[config.mk]
export PLATFORM = sky130hd
export DESIGN_NAME = uart_rx_param
export DESIGN_NICKNAME = d
export VERILOG_FILES = /design/src/rtl/uart_pkg.sv /design/src/rtl/uart_bit_timer.sv /design/src/rtl/uart_rx_param.sv
export SDC_FILE = /design/constraint.sdc
export NUM_CORES = 1
export LEC_CHECK = 0
export BUFFER_PORTS_ARGS = -buffer_cell sky130_fd_sc_hd__buf_2
export CAP_MARGIN = 20
export CORE_ASPECT_RATIO = 1.25
export CORE_MARGIN = 3
export CORE_UTILIZATION = 58
export DETAILED_ROUTE_END_ITERATION = 7
export PLACE_DENSITY = 0.78
export SKIP_CTS_REPAIR_TIMING = 1
export SLEW_MARGIN = 20
export SYNTH_ARGS = -nofsm -noshare
export SYNTH_HDL_FRONTEND = slang
export SYNTH_HIERARCHICAL = 1
export SYNTH_SLANG_ARGS = --single-unit
[constraint.sdc]
create_clock -name clk -period 2.4 [get_ports clk]
set_input_delay 0.48 -clock clk [delete_from_list [all_inputs] [get_ports clk]]
set_output_delay 0.48 -clock clk [all_outputs]
set_load 0.02 [all_outputs]
[src/rtl/uart_pkg.sv]
// Shared UART definitions: receiver FSM states, parity modes and baud timing.
// Also intended for the parametrised transmitter.
package uart_pkg;

  typedef enum logic [2:0] {
    S_IDLE,
    S_START,
    S_DATA,
    S_PARITY,
    S_STOP
  } rx_state_t;

  localparam int PARITY_NONE = 0;
  localparam int PARITY_EVEN = 1;
  localparam int PARITY_ODD  = 2;

  function automatic int clks_per_bit(
    input int clk_hz,
    input int baud
  );
    return clk_hz / baud;
  endfunction

endpackage

[src/rtl/uart_bit_timer.sv]
// Bit-period counter with mid-start and full-bit ticks.
// Wraps itself at the end of a bit; clear restarts from zero.
module uart_bit_timer #(
  parameter int CLKS_PER_BIT = 868
) (
  input  logic clk,
  input  logic reset,
  input  logic clear,
  output logic mid_tick,
  output logic full_tick
);

  localparam int CW = $clog2(CLKS_PER_BIT);
  localparam logic [CW-1:0] MID  = CW'(CLKS_PER_BIT / 2 - 1);
  localparam logic [CW-1:0] LAST = CW'(CLKS_PER_BIT - 1);

  logic [CW-1:0] cnt;

  always_ff @(posedge clk or posedge reset) begin
    if (reset)
      cnt <= '0;
    else if (clear || full_tick)
      cnt <= '0;
    else
      cnt <= cnt + CW'(1);
  end

  assign mid_tick  = (cnt == MID);
  assign full_tick = (cnt == LAST);

endmodule

[src/rtl/uart_rx_param.sv]
// Parametrised UART receiver with a one-entry valid/ready holding register.
// Reports parity, framing and overrun conditions alongside each frame.
module uart_rx_param
  import uart_pkg::*;
#(
  parameter int CLK_HZ    = 100_000_000,
  parameter int BAUD      = 115200,
  parameter int DATA_BITS = 8,
  parameter int PARITY    = 0,
  parameter int STOP_BITS = 1
) (
  input  logic                 clk,
  input  logic                 reset,
  input  logic                 serial_in,
  output logic [DATA_BITS-1:0] rx_data,
  output logic                 rx_valid,
  input  logic                 rx_ready,
  output logic                 parity_err,
  output logic                 frame_err,
  output logic                 overrun,
  output logic                 r_busy
);

  localparam int CPB = clks_per_bit(CLK_HZ, BAUD);

  rx_state_t            state, state_nx;
  logic [1:0]           sync;
  logic                 s;
  logic                 mid_tick, full_tick, tmr_clear;
  logic [3:0]           bit_cnt;
  logic [DATA_BITS-1:0] shreg;
  logic                 perr_q, ferr_q;
  logic                 last_data, last_stop;
  logic                 commit, handshake, par_exp;

  always_ff @(posedge clk or posedge reset) begin
    if (reset)
      sync <= 2'b11;
    else
      sync <= {sync[0], serial_in};
  end

  assign s = sync[1];

  uart_bit_timer #(
    .CLKS_PER_BIT(CPB)
  ) u_timer (
    .clk      (clk),
    .reset    (reset),
    .clear    (tmr_clear),
    .mid_tick (mid_tick),
    .full_tick(full_tick)
  );

  assign last_data = (bit_cnt == 4'(DATA_BITS - 1));
  assign last_stop = (bit_cnt == 4'(STOP_BITS - 1));
  assign commit    = (state == S_STOP) && full_tick && last_stop;
  assign handshake = rx_valid && rx_ready;
  assign par_exp   = (PARITY == PARITY_ODD) ? ~^shreg : ^shreg;

  always_ff @(posedge clk or posedge reset) begin
    if (reset)
      state <= S_IDLE;
    else
      state <= state_nx;
  end

  always_comb begin
    state_nx = state;
    unique case (state)
      S_IDLE:
        if (!s) state_nx = S_START;
      S_START:
        if (mid_tick) state_nx = s ? S_IDLE : S_DATA;
      S_DATA:
        if (full_tick && last_data)
          state_nx = (PARITY != PARITY_NONE) ? S_PARITY : S_STOP;
      S_PARITY:
        if (full_tick) state_nx = S_STOP;
      S_STOP:
        if (full_tick && last_stop) state_nx = S_IDLE;
      default:
        state_nx = S_IDLE;
    endcase
  end

  // Timer restarts on the start edge and again at mid start bit,
  // so every later full tick lands in the middle of a bit.
  always_comb begin
    r_busy    = (state != S_IDLE);
    tmr_clear = (state == S_IDLE) || ((state == S_START) && mid_tick);
  end

  always_ff @(posedge clk or posedge reset) begin
    if (reset) begin
      bit_cnt <= '0;
      shreg   <= '0;
      perr_q  <= 1'b0;
      ferr_q  <= 1'b0;
    end else begin
      unique case (state)
        S_IDLE: begin
          bit_cnt <= '0;
          perr_q  <= 1'b0;
          ferr_q  <= 1'b0;
        end
        S_DATA:
          if (full_tick) begin
            shreg   <= {s, shreg[DATA_BITS-1:1]};
            bit_cnt <= last_data ? 4'd0 : bit_cnt + 4'd1;
          end
        S_PARITY:
          if (full_tick) perr_q <= (s != par_exp);
        S_STOP:
          if (full_tick) begin
            if (!s) ferr_q <= 1'b1;
            bit_cnt <= last_stop ? 4'd0 : bit_cnt + 4'd1;
          end
        default: ;
      endcase
    end
  end

  always_ff @(posedge clk or posedge reset) begin
    if (reset) begin
      rx_data    <= '0;
      rx_valid   <= 1'b0;
      parity_err <= 1'b0;
      frame_err  <= 1'b0;
      overrun    <= 1'b0;
    end else if (commit) begin
      rx_data    <= shreg;
      rx_valid   <= 1'b1;
      parity_err <= perr_q;
      frame_err  <= ferr_q | ~s;
      if (rx_valid && !rx_ready) overrun <= 1'b1;
    end else if (handshake) begin
      rx_valid <= 1'b0;
      overrun  <= 1'b0;
    end
  end

endmodule

==> results by group <==
Worst setup path
  • WP depth: 8
  • R2R Path Start: u_timer/cnt[0]$_DFF_PP0_
  • Crit-path max cell delay: 420 ps
  • Worst Path Max Fanout: 5
  • Slowest stage cell, crit path: dfrtp_1
  • Setup crit end: bit_cnt[2]$_DFFE_PP0P_
  • CP endpoint kind: flop
  • Worst path bufs/invs: 1
  • R2R depth: 8
  • CP Class: reg2reg
  • CP Launch Type: flop
  • Crit path max-delay family: simple AND/OR/NAND/NOR gates
  • R2R setup slack: 210 ps
  • CP arrival: 2370 ps
  • CP Data Required Time: 2580 ps
  • Worst setup path startpoint: u_timer/cnt[0]$_DFF_PP0_
  • CP Cell Sequence: ha_1 -> and4bb_1 -> nand2_1 -> nor2_1 -> inv_2 -> maj3_2 -> or2_1 -> a22o_1
  • R2r endpoint: bit_cnt[2]$_DFFE_PP0P_

Global route
  • Antenna violations before repair: 0
  • First-pass GRT wire length: 6760 um
  • Vias in the first global route: 1,457
  • Total GRT Usage: 21.3%
  • Largest net degree at the start of global routing: 32
  • Total congestion overflow: 0

Clocking
  • CTS sink count: 41
  • CTS tree: done
  • Clock Latency Late Sink: 300 ps
  • CTS Root Cell: clkbuf_8
  • Clock edge transition at the registers on the reported setup and hold paths: 70 ps
  • Max clock buf depth: 2
  • CTS Buf Count: 5
  • Htree depth: 2

Cells and area
  • Share of cells above drive strength 1: 23.5%
  • Fin area: 0.00223 mm2
  • Antenna Cells: 0
  • Fin cells: 237
  • Area delta synth->final: 11.4%
  • Final nets: 207

Pwr
  • P per Cell Area: 564 mW/mm2
  • Worst IR Drop VDD: 554 uV
  • LEAKAGE: 1.09 nW

Yosys
  • FFs w/ async S/R, synth: 100%
  • Top-count cell post-synth: dfrtp_1
  • EDFF count, synth: 0
  • Yosys reg bits: 41
  • Count of different cell masters after synthesis: 49
  • Syn avg cell area: 11.2 um2
  • Yosys Warn Count: 6
  • Synth cell count leaders: dfrtp_1 (39), nor2_1 (12), inv_1 (11), mux2_2 (11), o21ai_0 (10)
  • Synth area leader: dfrtp_1
  • Synth top area share: 48.8%
  • Net Count, Synth: 187
  • Synth area leaders: dfrtp_1 (49%), mux2_2 (6.2%), mux2_1 (3.4%)
  • Cells after synthesis: 179
  • Post-synthesis sequential area ratio: 51.4%
  • Mapped Area: 0.00200 mm2
  • Main synth FF type: dfrtp_1

Drt
  • Vias per std cell: 5.86
  • Drt first-iter violations: 43
  • DRT Pass-1 Iters: 4
  • Routed WL: 3660 um
  • Routed Antenna Nets: 0
  • DR vias: 1,390
  • Wire per inst: 15.5 um
  • # DRC: 0

Placement
  • Cell count after placement: 229
  • Final HPWL DP: 2710 um
  • Area after DPL: 0.00212 mm2
  • RePlAce Congestion: 0.837
  • Port bufs: 16

Job
  • Max-Cap Viols: 0

Die
  • Area of the die: 0.00419 mm2
  • Die width: 58.5 um
  • Row count: 23
  • Core Box Area: 0.00325 mm2
  • # IOs: 17
  • Initial Util: 61.5%
  • Die height: 71.7 um

STA
  • Clock skew: 9.24 ps
  • Unrepaired setup endpoints after global routing: no
  • Fin. max-slew vios: 0
  • Slew @ Worst Pin: 426 ps
  • FMAX: 0.457 GHz
  • Final setup vio count: 0
  • Final period util: 91.1%
  • Final Hold Viols: 0
  • Final Critical Period: 2190 ps
  • Slew margin rel.: 71.6%
  • Sum of negative setup slack: 0 ps

Hold path
  • Hold Crit Class: in2async

Status
  • Status: completed
-- cells in the final DEF (no fill, tap or decap), types with 5 or more instances in the layout --
cell,Yosys,routed
nand2_1,9,9
nand3_1,7,7
mux2_2,11,11
or3_1,5,5
clkbuf_8,0,5
dfrtp_1,39,39
a21oi_1,7,7
buf_2,2,16
inv_1,11,11
o21ai_0,10,10
mux2_1,6,6
nor2_1,12,12
xnor2_1,6,6
-- cells by family (layout without fill, tap and decap cells) --
kind of cell / Yosys count / count (layout) / share of synthesized area (%)
flip-flops: 41 / 41 / 51.4
XOR/XNOR: 10 / 10 / 5.07
buffers and inverters: 17 / 38 / 3.31
AND/OR/NAND/NOR: 54 / 54 / 15.3
multiplexers: 17 / 17 / 9.57
AO/OA/AOI/OAI: 34 / 34 / 11.8
adder cells (fa/ha/maj): 6 / 6 / 3.56
-- metrics by stage --
stage	hold slack [ps]	setup slack, ps	total power [mW]	utilization, %
floorplan	320	271	0.721	-
global route	172	1.34	1.31	68.5
global placement	346	299	0.729	65.2
finish	161	213	1.26	68.5
detailed placement	349	240	0.730	65.2
CTS	161	213	1.27	68.5
-- final cells by class --
| type | count | area (um2) |
|---|---|---|
| clock buffer | 6 | 72.6 |
| clock inverter | 2 | 35.0 |
| fill | 262 | 1020 |
| inverter | 12 | 45.0 |
| multi-input combinational | 121 | 906 |
| sequential | 41 | 1030 |
| tap | 37 | 46.3 |
| timing repair buffer | 18 | 95.1 |
-- power breakdown --
part           internal [mW]  switching [mW]
registers              0.693         0.00189
clock network          0.309           0.233
logic                0.00506          0.0150
total                   1.01           0.249
-- layer usage --
metal | vias to the layer above | track usage [%] | wire length, um
met5 | - | 0 | 0
met4 | 0 | 8.25 | 65
met3 | 7 | 5.59 | 133
met2 | 22 | 35.3 | 1900
met1 | 691 | 26.4 | 1560
li1 | 670 | - | -
-- sequential cells by signal (all words and copies together), names as in the netlist --
| name | flops |
|---|---|
| bit_cnt | 4 |
| ferr_q | 1 |
| frame_err | 1 |
| overrun | 1 |
| parity_err | 1 |
| perr_q | 1 |
| rx_data | 8 |
| rx_valid | 1 |
| shreg | 8 |
| state | 3 |
| sync | 2 |
| u_timer/cnt | 10 |
-- how the worst min path moves through the flow --
stage,from,to,cells after the start
6_report,reset,u_timer/cnt[8]$_DFF_PP0_,2
3_3_place_gp,sync[0]$_DFF_PP1_,sync[1]$_DFF_PP1_,0
3_5_place_dp,sync[0]$_DFF_PP1_,sync[1]$_DFF_PP1_,0
5_1_grt,reset,u_timer/cnt[8]$_DFF_PP0_,2
4_1_cts,reset,u_timer/cnt[3]$_DFF_PP0_,2
2_1_floorplan,reset,u_timer/cnt[0]$_DFF_PP0_,1
Power figures use the tool's default switching activity.
